File: src/rtl/vga_capture_if.sv
// Incoming VGA video bus: pixel strobe, sync pair and RGB222 colour.
// The generator side drives it as master; the capture block listens as slave.
interface vga_capture_if;
  logic       pix_en;
  logic       hsync;
  logic       vsync;
  logic [5:0] colour;

  modport master (output pix_en, output hsync, output vsync, output colour);
  modport slave  (input  pix_en, input  hsync, input  vsync, input  colour);
endinterface

File: src/rtl/vga_capture.sv
// Receive-side VGA timing checker: recovers pixel coordinates from hsync/vsync,
// tracks timing lock, flags bad line/frame lengths and checksums locked frames.
module vga_capture #(
  parameter int H_ACTIVE = 640,
  parameter int H_FP     = 16,
  parameter int H_SYNC   = 96,
  parameter int H_BP     = 48,
  parameter int V_ACTIVE = 480,
  parameter int V_FP     = 10,
  parameter int V_SYNC   = 2,
  parameter int V_BP     = 33,
  parameter int SYNC_POL = 0
) (
  input  logic         clk,
  input  logic         rst,
  vga_capture_if.slave vid,
  input  logic         err_clr,
  output logic         pix_valid,
  output logic [9:0]   pix_x,
  output logic [9:0]   pix_y,
  output logic [5:0]   pix_colour,
  output logic         frame_start,
  output logic         locked,
  output logic         h_err,
  output logic         v_err,
  output logic [15:0]  frame_sum
);
  localparam logic [9:0] H_LAST  = 10'(H_ACTIVE + H_FP + H_SYNC + H_BP - 1);
  localparam logic [9:0] V_LAST  = 10'(V_ACTIVE + V_FP + V_SYNC + V_BP - 1);
  localparam logic [9:0] H_START = 10'(H_SYNC + H_BP);
  localparam logic [9:0] H_END   = 10'(H_SYNC + H_BP + H_ACTIVE - 1);
  localparam logic [9:0] V_START = 10'(V_SYNC + V_BP);
  localparam logic [9:0] V_END   = 10'(V_SYNC + V_BP + V_ACTIVE - 1);
  localparam logic [9:0] CNT_MAX = 10'h3FF;
  localparam logic       ACT_LVL = 1'(SYNC_POL);

  typedef enum logic [1:0] {
    ST_UNLOCKED = 2'd0,
    ST_SYNCING  = 2'd1,
    ST_LOCKED   = 2'd2
  } state_t;

  function automatic logic [15:0] fold_colour(input logic [15:0] acc, input logic [5:0] col);
    return {acc[14:0], acc[15]} ^ {10'b0, col};
  endfunction

  state_t      state_r, state_nxt_s;
  logic        dirty_r, dirty_nxt_s;
  logic        hs_prev_r, vs_prev_r, vs_pend_r;
  logic [9:0]  hcnt_r, vcnt_r, hcnt_nxt_s, vcnt_nxt_s;
  logic        hs_act_s, vs_act_s, h_edge_s, v_edge_s, line0_s;
  logic        line_bad_s, frame_bad_s, bad_s, h_set_s, v_set_s;
  logic        active_s, valid_s, sum_load_s;
  logic [15:0] acc_r;
  logic        pix_valid_r, frame_start_r, locked_r, h_err_r, v_err_r;
  logic [9:0]  pix_x_r, pix_y_r;
  logic [5:0]  pix_colour_r;
  logic [15:0] frame_sum_r;

  // Sync edge detection, length measurement and next counter values for this tick.
  always_comb begin
    hs_act_s    = (vid.hsync == ACT_LVL);
    vs_act_s    = (vid.vsync == ACT_LVL);
    h_edge_s    = hs_act_s & ~hs_prev_r;
    v_edge_s    = vs_act_s & ~vs_prev_r;
    // A vsync edge arms frame line 0; the next hsync edge (possibly this one) fires it.
    line0_s     = h_edge_s & (v_edge_s | vs_pend_r);
    line_bad_s  = h_edge_s & (hcnt_r != H_LAST);
    frame_bad_s = line0_s & (vcnt_r != V_LAST);
    bad_s       = line_bad_s | frame_bad_s;
    h_set_s     = line_bad_s & (state_r != ST_UNLOCKED);
    v_set_s     = frame_bad_s & (state_r != ST_UNLOCKED);
    sum_load_s  = line0_s & (state_r == ST_LOCKED) & ~bad_s;
    if (h_edge_s) begin
      hcnt_nxt_s = 10'd0;
    end else if (hcnt_r != CNT_MAX) begin
      hcnt_nxt_s = hcnt_r + 10'd1;
    end else begin
      hcnt_nxt_s = hcnt_r;
    end
    if (line0_s) begin
      vcnt_nxt_s = 10'd0;
    end else if (h_edge_s && (vcnt_r != CNT_MAX)) begin
      vcnt_nxt_s = vcnt_r + 10'd1;
    end else begin
      vcnt_nxt_s = vcnt_r;
    end
    active_s = (hcnt_nxt_s >= H_START) && (hcnt_nxt_s <= H_END) &&
               (vcnt_nxt_s >= V_START) && (vcnt_nxt_s <= V_END);
    valid_s  = active_s & (state_nxt_s == ST_LOCKED);
  end

  // Lock FSM next state; dirty marks a sync window spoiled by a mid-frame bad line.
  always_comb begin
    state_nxt_s = state_r;
    dirty_nxt_s = dirty_r;
    if (vid.pix_en) begin
      case (state_r)
        ST_UNLOCKED: begin
          if (line0_s) begin
            state_nxt_s = ST_SYNCING;
            dirty_nxt_s = 1'b0;
          end else begin
            state_nxt_s = ST_UNLOCKED;
          end
        end
        ST_SYNCING: begin
          if (line0_s) begin
            state_nxt_s = (bad_s || dirty_r) ? ST_SYNCING : ST_LOCKED;
            dirty_nxt_s = 1'b0;
          end else if (bad_s) begin
            dirty_nxt_s = 1'b1;
          end else begin
            dirty_nxt_s = dirty_r;
          end
        end
        ST_LOCKED: begin
          if (bad_s) begin
            state_nxt_s = ST_SYNCING;
            dirty_nxt_s = ~line0_s;
          end else begin
            state_nxt_s = ST_LOCKED;
          end
        end
        default: begin
          state_nxt_s = ST_UNLOCKED;
          dirty_nxt_s = 1'b0;
        end
      endcase
    end else begin
      state_nxt_s = state_r;
    end
  end

  // Lock FSM state register.
  always_ff @(posedge clk) begin
    if (rst) begin
      state_r <= ST_UNLOCKED;
      dirty_r <= 1'b0;
    end else begin
      state_r <= state_nxt_s;
      dirty_r <= dirty_nxt_s;
    end
  end

  // Counters, sync history, checksum and output registers; all advance only on pixel strobes.
  always_ff @(posedge clk) begin
    if (rst) begin
      hs_prev_r     <= 1'b0;
      vs_prev_r     <= 1'b0;
      vs_pend_r     <= 1'b0;
      hcnt_r        <= 10'd0;
      vcnt_r        <= 10'd0;
      acc_r         <= 16'h0000;
      pix_valid_r   <= 1'b0;
      frame_start_r <= 1'b0;
      pix_x_r       <= 10'd0;
      pix_y_r       <= 10'd0;
      pix_colour_r  <= 6'd0;
      locked_r      <= 1'b0;
      h_err_r       <= 1'b0;
      v_err_r       <= 1'b0;
      frame_sum_r   <= 16'h0000;
    end else if (vid.pix_en) begin
      hs_prev_r     <= hs_act_s;
      vs_prev_r     <= vs_act_s;
      vs_pend_r     <= line0_s ? 1'b0 : (vs_pend_r | v_edge_s);
      hcnt_r        <= hcnt_nxt_s;
      vcnt_r        <= vcnt_nxt_s;
      pix_valid_r   <= valid_s;
      frame_start_r <= valid_s & (hcnt_nxt_s == H_START) & (vcnt_nxt_s == V_START);
      locked_r      <= (state_nxt_s == ST_LOCKED);
      h_err_r       <= h_set_s | (h_err_r & ~err_clr);
      v_err_r       <= v_set_s | (v_err_r & ~err_clr);
      if (valid_s) begin
        pix_x_r      <= hcnt_nxt_s - H_START;
        pix_y_r      <= vcnt_nxt_s - V_START;
        pix_colour_r <= vid.colour;
      end
      if (sum_load_s) begin
        frame_sum_r <= acc_r;
      end
      if (line0_s) begin
        acc_r <= 16'h0000;
      end else if (valid_s) begin
        acc_r <= fold_colour(acc_r, vid.colour);
      end
    end else begin
      pix_valid_r   <= 1'b0;
      frame_start_r <= 1'b0;
    end
  end

  assign pix_valid   = pix_valid_r;
  assign pix_x       = pix_x_r;
  assign pix_y       = pix_y_r;
  assign pix_colour  = pix_colour_r;
  assign frame_start = frame_start_r;
  assign locked      = locked_r;
  assign h_err       = h_err_r;
  assign v_err       = v_err_r;
  assign frame_sum   = frame_sum_r;
endmodule

File: src/flat_wrapper.sv
// flat-port wrapper written by rule: the top's interface ports become plain ports
module vga_capture_flat 
#(
  parameter int H_ACTIVE = 640,
  parameter int H_FP     = 16,
  parameter int H_SYNC   = 96,
  parameter int H_BP     = 48,
  parameter int V_ACTIVE = 480,
  parameter int V_FP     = 10,
  parameter int V_SYNC   = 2,
  parameter int V_BP     = 33,
  parameter int SYNC_POL = 0
)
  (clk, rst, err_clr, pix_valid, pix_x, pix_y, pix_colour, frame_start, locked, h_err, v_err, frame_sum, vid_pix_en, vid_hsync, vid_vsync, vid_colour);
  vga_capture_if vid_i ();
  input  logic clk;
  input  logic rst;
  input  logic err_clr;
  output logic pix_valid;
  output logic [9:0] pix_x;
  output logic [9:0] pix_y;
  output logic [5:0] pix_colour;
  output logic frame_start;
  output logic locked;
  output logic h_err;
  output logic v_err;
  output logic [15:0] frame_sum;
  input wire logic [$bits(vid_i.pix_en)-1:0] vid_pix_en;
  input wire logic [$bits(vid_i.hsync)-1:0] vid_hsync;
  input wire logic [$bits(vid_i.vsync)-1:0] vid_vsync;
  input wire logic [$bits(vid_i.colour)-1:0] vid_colour;
  assign vid_i.pix_en = vid_pix_en;
  assign vid_i.hsync = vid_hsync;
  assign vid_i.vsync = vid_vsync;
  assign vid_i.colour = vid_colour;
  vga_capture #(.H_ACTIVE(H_ACTIVE), .H_FP(H_FP), .H_SYNC(H_SYNC), .H_BP(H_BP), .V_ACTIVE(V_ACTIVE), .V_FP(V_FP), .V_SYNC(V_SYNC), .V_BP(V_BP), .SYNC_POL(SYNC_POL)) u_core (.clk(clk), .rst(rst), .vid(vid_i), .err_clr(err_clr), .pix_valid(pix_valid), .pix_x(pix_x), .pix_y(pix_y), .pix_colour(pix_colour), .frame_start(frame_start), .locked(locked), .h_err(h_err), .v_err(v_err), .frame_sum(frame_sum));
endmodule
File: config.mk
export PLATFORM = sky130hd
export DESIGN_NAME = vga_capture_flat
export DESIGN_NICKNAME = d
export VERILOG_FILES = /design/src/rtl/vga_capture_if.sv /design/src/rtl/vga_capture.sv /design/src/flat_wrapper.sv
export SDC_FILE = /design/constraint.sdc
export NUM_CORES = 1
export LEC_CHECK = 0
export CAP_MARGIN = 40
export CORE_MARGIN = 8
export CORE_UTILIZATION = 39
export CTS_BUF_LIST = sky130_fd_sc_hd__clkbuf_8
export CTS_CLUSTER_DIAMETER = 40
export DETAILED_ROUTE_END_ITERATION = 8
export GPL_ROUTABILITY_DRIVEN = 0
export GPL_TIMING_DRIVEN = 1
export MAX_ROUTING_LAYER = met4
export PLACE_DENSITY = 0.72
export RECOVER_POWER = 25
export SETUP_SLACK_MARGIN = 0.15
export SYNTH_ARGS = -nofsm -noshare
export SYNTH_HDL_FRONTEND = slang
export SYNTH_SLANG_ARGS = --single-unit
File: constraint.sdc
create_clock -name clk -period 4.95 [get_ports clk]
set_input_delay 0.99 -clock clk [delete_from_list [all_inputs] [get_ports clk]]
set_output_delay 0.99 -clock clk [all_outputs]
set_load 0.01 [all_outputs]
Word-level counts from Yosys, hierarchy flattened:

Cells that the tools add are included.

* $add $sub $neg: 4
* order comparisons: 4
* eq/ne operators: 12
* multiplexer cells: 18
* bitwise logic cells: 27
* reductions and logical operators: 13

Operators with widths (number)
* 10-bit 2-to-1 mux: 4
* 10-bit inequality test, second input constant: 4
* 16-bit 2-to-1 mux: 2
* 10-bit by 1-bit adder with 10-bit output, second input constant: 2
* 10-bit less-or-equal comparator, second input constant: 2
* 16-bit by 6-bit XOR with 16-bit output: 1
* 1-bit bitwise AND: 14
* 10-bit by 6-bit equality test with 1-bit output, second input constant: 1
* 10-bit by 8-bit equality test with 1-bit output, second input constant: 1
* 10-bit by 6-bit greater-or-equal comparator with 1-bit output, second input constant: 1
* 10-bit by 8-bit greater-or-equal comparator with 1-bit output, second input constant: 1
* 10-bit by 6-bit subtractor with 10-bit output, second input constant: 1
* 10-bit by 8-bit subtractor with 10-bit output, second input constant: 1
* 2-bit 2-to-1 mux: 4
* 1-bit inverter: 8
* 1-bit 2-to-1 mux: 6
* 2-bit one-hot mux with 3 select lines: 1
* 2-bit AND reduction: 3
* 2-bit equality test, second input constant: 2
* 1-bit logical AND: 4
* 2-bit by 1-bit inequality test with 1-bit output, second input constant: 2
* 1-bit OR: 4
* 4-bit AND reduction: 1
* 2-bit nonzero test: 2
* other kinds (6): 6

* register bits: 89
* input bits: 12
* output and inout bits: 47
* word-level logic and storage cells: 95

Depth between registers and ports, before layout:

Gate-level depths: netlist of run 1.

* word-level depth: 15
* gate-level depth with buffers: 15
* depth with buffers taken out: 13

Worst setup path after synthesis of run 1:

Ideal clock, no wire load.

* path type: input to register
* start: input vid_hsync
* end: register u_core.acc_r[10]
* library setup time: 0.116 ns
* data arrival time: 3.598 ns
* data required time: 4.834 ns
* setup slack: 1.236 ns
* cell stages on the path: 12
* buffers on the path: 3
* cell sequence: nor2_1 buf_2 o41ai_1 a22oi_1 inv_1 ha_1 o41ai_2 and3_1 nor4_4 buf_6 buf_2 a31o_2

* elaborated cells on any way between the ends: 29
* classes of those cells: order compare (4); eq/ne (1); mux (10); bitwise (7); reduce/logical (7)

RTL lines
* from (decl): line flat_wrapper.sv:29 `input wire logic [$bits(vid_i.hsync)-1:0] vid_hsync;`
* 1-bit inverter (*): line vga_capture.sv:62 `hs_act_s = (vid.hsync == ACT_LVL);`
* 1-bit bitwise AND (*): line vga_capture.sv:64 `h_edge_s = hs_act_s & ~hs_prev_r;`
* 1-bit logical AND: line vga_capture.sv:83 `end else if (h_edge_s && (vcnt_r != CNT_MAX)) begin`
* 10-bit 2-to-1 mux: line vga_capture.sv:83
* 10-bit 2-to-1 mux (*): line vga_capture.sv:81 `if (line0_s) begin`
* net u_core.vcnt_nxt_s[0]: line vga_capture.sv:50 `logic [9:0] hcnt_r, vcnt_r, hcnt_nxt_s, vcnt_nxt_s;`
* 10-bit by 6-bit greater-or-equal comparator with 1-bit output: line vga_capture.sv:89 `(vcnt_nxt_s >= V_START) && (vcnt_nxt_s <= V_END);`
* 1-bit logical AND: line vga_capture.sv:88 `active_s = (hcnt_nxt_s >= H_START) && (hcnt_nxt_s <= H_END) &&`
* 1-bit logical AND (*): line vga_capture.sv:89
* 1-bit bitwise AND (*): line vga_capture.sv:90 `valid_s = active_s & (state_nxt_s == ST_LOCKED);`
* 2-bit nonzero test (no source line) (*)
* 2-bit AND reduction (no source line) (*)
* to (signal assigned): line vga_capture.sv:186 `acc_r <= fold_colour(acc_r, vid.colour);`
* to (decl): line vga_capture.sv:54 `logic [15:0] acc_r;`

Mark *: on every way through the listed nets, which the timed path passes. The rest lies on a longest branch.
A chain may end at the register's enable or synchronous reset.

Final worst setup path of run 1:

* start: input vid_hsync
* end: register u_core.pix_y_r[0] (netlist: u_core.pix_y[0])

* elaborated cells on any way between the ends: 28
* classes of those cells: add/sub (1); order compare (4); eq/ne (1); mux (9); bitwise (7); reduce/logical (6)

RTL lines
* 1-bit inverter (*): line vga_capture.sv:62
* 1-bit bitwise AND (*): line vga_capture.sv:64
* 10-bit 2-to-1 mux (*): line vga_capture.sv:74 `if (h_edge_s) begin`
* net u_core.hcnt_nxt_s[4]: line vga_capture.sv:50
* 10-bit by 8-bit greater-or-equal comparator with 1-bit output or 10-bit less-or-equal comparator (tied branches): line vga_capture.sv:88
* 1-bit logical AND (*) (2 in a row): line vga_capture.sv:88
* 1-bit logical AND (*): line vga_capture.sv:89
* 1-bit bitwise AND (*): line vga_capture.sv:90
* 2-bit AND reduction (no source line) (*)
* to (signal assigned): line vga_capture.sv:177 `pix_y_r <= vcnt_nxt_s - V_START;`
* to (decl): line vga_capture.sv:56 `logic [9:0] pix_x_r, pix_y_r;`

Marked as above.

==> results of run 1 <==
-- stage by stage --
stage,instances,utilization,power (W)
5_1_grt,764,0.470,0.00140
3_3_place_gp,748,0.452,0.000841
2_1_floorplan,570,-,0.000808
3_5_place_dp,749,0.453,0.000844
4_1_cts,764,0.470,0.00136
6_report,764,0.470,0.00135
-- power breakdown --
part           leakage (nW)  switching, W  internal [W]  total [W]
clock                 0.105      0.000263      0.000259   0.000522
combinational          1.23     0.0000654     0.0000366   0.000102
sequential            0.718    0.00000699      0.000720   0.000727
total                  2.05      0.000336       0.00102    0.00135
-- cells by family after synthesis --
logic type / after synthesis
AO/OA/AOI/OAI: 140
XOR/XNOR: 21
adder cells (fa/ha/maj): 11
buffers and inverters: 54
flip-flops: 89
multiplexers: 25
AND/OR/NAND/NOR: 230
-- flip-flops by register name, indices dropped and copies added (netlist names), 2 cells and up --
register and count:
u_core.vcnt_r 10, u_core.frame_sum 16, u_core.state_r 2, u_core.pix_y 10, u_core.acc_r 16, u_core.hcnt_r 10
u_core.pix_x 10, u_core.pix_colour 6
-- area by class of cell --
| type | instances | area (um2) | area share |
|---|---|---|---|
| flip-flops and latches | 89 | 1780 | 0.320 |
| multi-input cells | 427 | 2660 | 0.478 |
| clock buffers | 11 | 151 | 0.0272 |
| inverters | 15 | 56.3 | 0.0101 |
| repair buffers | 71 | 686 | 0.123 |
| clock inverters | 4 | 52.6 | 0.00943 |
| well taps | 147 | 184 | 0.0330 |
-- worst register-to-register path: cells and delay by family (launching register included) --
kind,cells,cell delay [ns]
flops,1,0.47
fa+ha+maj,2,0.54
simple gates,6,1.60
xor+xnor,1,0.13
buf+inv,1,0.29
mux,1,0.24
compound gates,3,0.52
-- worst max-delay path by stage --
stage                     depth (start not counted)                    to  slack (ns)  startpoint
final                                            13       u_core.pix_y[0]        0.89   vid_hsync
after global routing                             13       u_core.pix_y[9]        0.59   vid_hsync
after CTS                                        13       u_core.pix_x[3]        0.90   vid_hsync
after detailed placement                         13  u_core.pix_colour[3]        0.51   vid_hsync
after global placement                           13       u_core.pix_y[0]        0.61   vid_hsync
after floorplan                                  12      u_core.acc_r[10]        1.24   vid_hsync
-- synthesized netlist by cell type (12+ instances only) --
library cell / number / area, um2
inv_1: 14 / 52.6
clkbuf_1: 18 / 67.6
mux2i_1: 24 / 240
o21ai_0: 19 / 95.1
dfxtp_1: 89 / 1780
nor3_1: 16 / 80.1
a21oi_1: 47 / 235
nand2_1: 76 / 285
nand3_1: 19 / 95.1
buf_2: 12 / 60.1
a211oi_1: 19 / 143
nor2_1: 75 / 282
-- per-layer routing --
metal	wire (um)	up-vias	global-route usage	part of all wire
li1	-	2119	-	-
met1	5550	2062	0.197	0.46
met2	5390	143	0.238	0.45
met3	790	24	0.0323	0.066
met4	207	0	0.0609	0.017
met5	0	-	-	0
==> impl_metrics.csv, run 1 <==
group,metric,value,unit
status,status,"complete, no violations",
synthesis,synth_top_flop_cell,"dfxtp_1",
route,first_iter_violations,455,
clocking,cts_root_buffer,"clkbuf_8",
worst_hold_path,hp-start,"u_core.frame_sum[8]",
worst_hold_path,min_to,"u_core.frame_sum[8]",
route,drt_drc_violations_left,0,
setup_path,worstReg2RegStart,"u_core.hcnt_r[0]",
route,routed_wl,11900,um
clocking,cts_resized,0,
synthesis,synth_top_family_by_area,"simple AND/OR/NAND/NOR gates",
cells_and_area,fillers,1144,
route,drt-pass1-iter-count,5,
synthesis,synth-xor-area-share,0.0393,
sta,finalCriticalPeriod,4.06,ns
setup_path,r2r_end,"u_core.pix_y[0]",
synthesis,ys_types,69,
worst_hold_path,hold_class,"reg2reg",
synthesis,synth_mux_area_frac,0.0537,
setup_path,start_kind,"input port",
setup_path,critPathRequiredTime,5.18,ns
setup_path,worstPathArrival,4.29,ns
die,initial_utilization,0.395,
synthesis,synth_fa_ha_area_frac,0.0294,
clocking,cts_buffer_depth,2,
synthesis,synthCells,570,
synthesis,ys_ff_latch,89,
cells_and_area,final_common_cell,"dfxtp_1",
synthesis,seq_area_frac_synth,0.380,
sta,fin_hold_ws,0.449,ns
power_and_ir_drop,cellLeakagePower,2.05,nW
setup_path,path_buf_inv,3,
die,dieArea,15800,um2
setup_path,worstSetupPathType,"in2reg",
sta,fin_ws,0.895,ns
clocking,path_clk_slew,0.09,ns
clocking,post_cts_buffers,0,
synthesis,syn-cell-area,4680,um2
setup_path,cpLargestDelayFamily,"simple AND/OR/NAND/NOR gates",
place,post_dp_cell_area,5370,um2
synthesis,yosys.area_share.simple,0.233,
clocking,cts_buffers,9,
grt,grt_pass1_wl,20000,um
setup_path,crit_slowest_cell,"clkdlybuf4s50_1",
grt,overflow,0,
sta,setup_viol,0,
cells_and_area,final_cell_mix,"dfxtp_1, nand2_1, nor2_1",
setup_path,r2r_cells,14,
cells_and_area,nets,636,
power_and_ir_drop,power.density,242,nW/um2
grt,antenna_found_initial,0,
synthesis,synth_compound_area_frac,0.213,
cells_and_area,area_growth,19.0,%
cells_and_area,layout-drive-gt1-share,0.0924,
route,via_per_inst,5.69,
synthesis,syn_nets,593,
die,core.rowCount,40,
route,ant_nets,0,
sta,slew_headroom,0.493,
job,max_cap_viol_count,0,
setup_path,worst_path_largest_cell_delay,0.59,ns
clocking,cts_tree,"built",
die,coreArea,11900,um2
cells_and_area,design_area,5570,um2
route,vias,4348,
synthesis,async_flop_share,0,
clocking,clk_latency,0.37,ns
sta,fmax,0.247,GHz
synthesis,post_synth.cell_area_avg,8.22,um2
place,dp_hpwl,8520,um
synthesis,yosys_warnings,0,
sta,drv_slew,0,
die,die_h,126,um
die,die_w,126,um
grt,grt_usage,0.155,
sta,setup_tns,0,ns
sta,hold_viol_final,0,
cells_and_area,antenna_cells,0,
place,preCtsSetupSlack,0.513,ns
die,pin_count,59,
clocking,htreeDepth,3,
clocking,cts_hold_buffers,0,
setup_path,path_cells,"clkdlybuf4s50_1 -> or2_0 -> nand2b_1 -> mux2_2 -> inv_1 -> ha_1 -> o221ai_1 -> nor4b_2 -> o211ai_1 -> nor4_4 -> buf_12 -> mux2i_1 -> nor2_1",
setup_path,endpoint_kind,"register",
sta,rsz0062_at_grt,"false",
synthesis,synth_edf_count,0,
route,wl_per_cell,15.6,um
sta,skew,0.00779,ns
worst_hold_path,hold-path-cell-count,2,
clocking,clock-sinks,89,
sta,worstMarginPinSlew,0.761,ns
power_and_ir_drop,ir_drop,0.103,mV
grt,grt_max_degree,73,
setup_path,path_max_fanout,54,
sta,finalCritPeriodShare,0.819,
place,portBuffers,58,
grt,first_global_vias,4011,
setup_path,r2r_slack,1.03,ns
(Power assumes the default switching activity.)
==> run 2, diff against run 1 <==
--- a/config.mk
+++ b/config.mk
@@ -14,7 +14,7 @@
 export GPL_ROUTABILITY_DRIVEN = 0
 export GPL_TIMING_DRIVEN = 1
 export MAX_ROUTING_LAYER = met4
-export PLACE_DENSITY = 0.72
+export PLACE_DENSITY = 0.74
 export RECOVER_POWER = 25
 export SETUP_SLACK_MARGIN = 0.15
 export SYNTH_ARGS = -nofsm -noshare
==> constraint.sdc (replaced) <==
create_clock -name clk -period 3.6 [get_ports clk]
set_input_delay 0.72 -clock clk [delete_from_list [all_inputs] [get_ports clk]]
set_output_delay 0.72 -clock clk [all_outputs]
set_load 0.01 [all_outputs]
==> impl_metrics.csv, run 2 (synthesis results as in run 1) <==
group,metric,value,unit
job,max_cap_viol_count,1,
clocking,cts_root_buffer,"clkbuf_8",
cells_and_area,area_growth,28.7,%
grt,grt_max_degree,39,
clocking,cts_tree,"built",
route,via_per_inst,5.53,
cells_and_area,final_common_cell,"dfxtp_1",
clocking,clk_latency,0.38,ns
power_and_ir_drop,p_total,0.00191,W
grt,grt_usage,0.162,
setup_path,start_kind,"register",
route,vias,4510,
setup_path,cp_num_cells,14,
sta,hold_viol_final,0,
setup_path,critPathRequiredTime,3.80,ns
grt,antenna_found_initial,0,
die,die_h,126,um
die,die_w,126,um
route,wl_per_cell,15.4,um
die,core.rowCount,40,
setup_path,r2r_slack,0.29,ns
clocking,cts_buffer_depth,2,
sta,fmax,0.302,GHz
sta,finalCritPeriodShare,0.919,
die,dieArea,15800,um2
setup_path,path_cells,"ha_4 -> nand4_1 -> o311a_1 -> mux2_2 -> inv_1 -> ha_1 -> o221ai_1 -> nor4b_2 -> o211ai_1 -> nor4_4 -> buf_6 -> buf_12 -> mux2i_1 -> nor2_1",
clocking,cts_buffers,9,
place,dp_hpwl,9160,um
clocking,htreeDepth,3,
status,violations,"capacitance limit, slew limit",
cells_and_area,antenna_cells,0,
setup_path,worstReg2RegStart,"u_core.hcnt_r[0]",
clocking,path_clk_slew,0.09,ns
die,pin_count,59,
route,drt-pass1-iter-count,6,
setup_path,path_max_fanout,15,
worst_hold_path,hold_class,"reg2reg",
cells_and_area,fillers,1118,
power_and_ir_drop,cellLeakagePower,2.28,nW
cells_and_area,layout-drive-gt1-share,0.180,
status,status,"finished with violations",
setup_path,crit_slowest_cell,"o311a_1",
sta,fin_ws,0.291,ns
power_and_ir_drop,power.density,318,nW/um2
sta,slew_headroom,-0.138,
place,portBuffers,58,
setup_path,worstPathArrival,3.51,ns
setup_path,crit_end,"u_core.pix_colour[0]",
setup_path,worst_path_largest_cell_delay,0.39,ns
clocking,cts_hold_buffers,0,
sta,finalCriticalPeriod,3.31,ns
setup_path,crit_start,"u_core.hcnt_r[0]",
power_and_ir_drop,ir_drop,0.189,mV
die,coreArea,11900,um2
grt,overflow,0,
cells_and_area,final_cell_mix,"dfxtp_1, nand2_1, nor2_1",
setup_path,r2r_cells,14,
sta,worstMarginPinSlew,1.71,ns
route,routed_wl,12500,um
route,ant_nets,0,
setup_path,r2r_end,"u_core.pix_colour[0]",
setup_path,cpLargestDelayFamily,"simple AND/OR/NAND/NOR gates",
die,initial_utilization,0.395,
setup_path,endpoint_kind,"register",
clocking,clock-sinks,89,
place,preCtsSetupSlack,-0.222,ns
sta,drv_slew,39,
route,first_iter_violations,480,
sta,skew,0.00800,ns
setup_path,worstSetupPathType,"reg2reg",
grt,first_global_vias,4195,
route,drt_drc_violations_left,0,
cells_and_area,final_util,0.508,
grt,grt_pass1_wl,20600,um
sta,setup_viol,0,
setup_path,path_buf_inv,3,
sta,rsz0062_at_grt,"false",
cells_and_area,nets,686,
-- run 2: cell type report --
class                           count  area [um2]  share of cell area
Clock inverter                      7        87.6              0.0145
Timing Repair Buffer              121        1080               0.180
Inverter                           15        56.3             0.00934
Sequential cell                    89        1790               0.297
Multi-Input combinational cell    427        2700               0.448
Tap cell                          147         184              0.0305
Clock buffer                        9         124              0.0206
-- run 2: how the worst min path moves through the flow --
stage	from	endpoint	slack, ns	cells past startpoint
2_1_floorplan	u_core.acc_r[5]	u_core.acc_r[5]	0.45	2
3_3_place_gp	u_core.frame_sum[4]	u_core.frame_sum[4]	0.44	2
3_5_place_dp	u_core.frame_sum[9]	u_core.frame_sum[9]	0.45	2
4_1_cts	u_core.frame_sum[9]	u_core.frame_sum[9]	0.46	2
5_1_grt	u_core.frame_sum[9]	u_core.frame_sum[9]	0.47	2
6_report	u_core.frame_sum[9]	u_core.frame_sum[9]	0.45	2
-- run 2: through the flow --
step	instances	setup TNS [ns]	hold WS, ns	instance area (um2)
finish	815	0	0.450	6030
global route	815	0	0.471	6030
CTS	811	0	0.459	5930
detailed placement	794	-6.74	0.447	5710
global placement	793	-2.03	0.439	5700
floorplan	570	0	0.450	4680
-- run 2: timing repair --
| item | 4_1_cts | 5_1_grt |
|---|---|---|
| setup endpoints to repair | 4 | 42 |
| cloned | 0 | 1 |
| pin swaps | 1 | 5 |
| resized for setup | 0 | 22 |
| buffers inserted | 1 | 3 |
-- run 2: worst min-delay path, stage by stage, from the launching register on --
cell	delay (ns)
dfxtp_1	0.31
nand2_1	0.05
a21oi_1	0.05
-- run 2: metal layers --
layer  vias up  global-route usage  share of wire
met3        23              0.0357          0.058
met4         0              0.0609          0.017
met5         -                   -              0
met2       157               0.253           0.47
met1      2111               0.201           0.46
li1       2219                   -              -
-- run 2: power breakdown --
part	internal [W]	switching [W]	total [W]
Clock	0.000385	0.000363	0.000748
Combinational	0.0000710	0.0000968	0.000168
Sequential	0.000990	0.00000827	0.000999
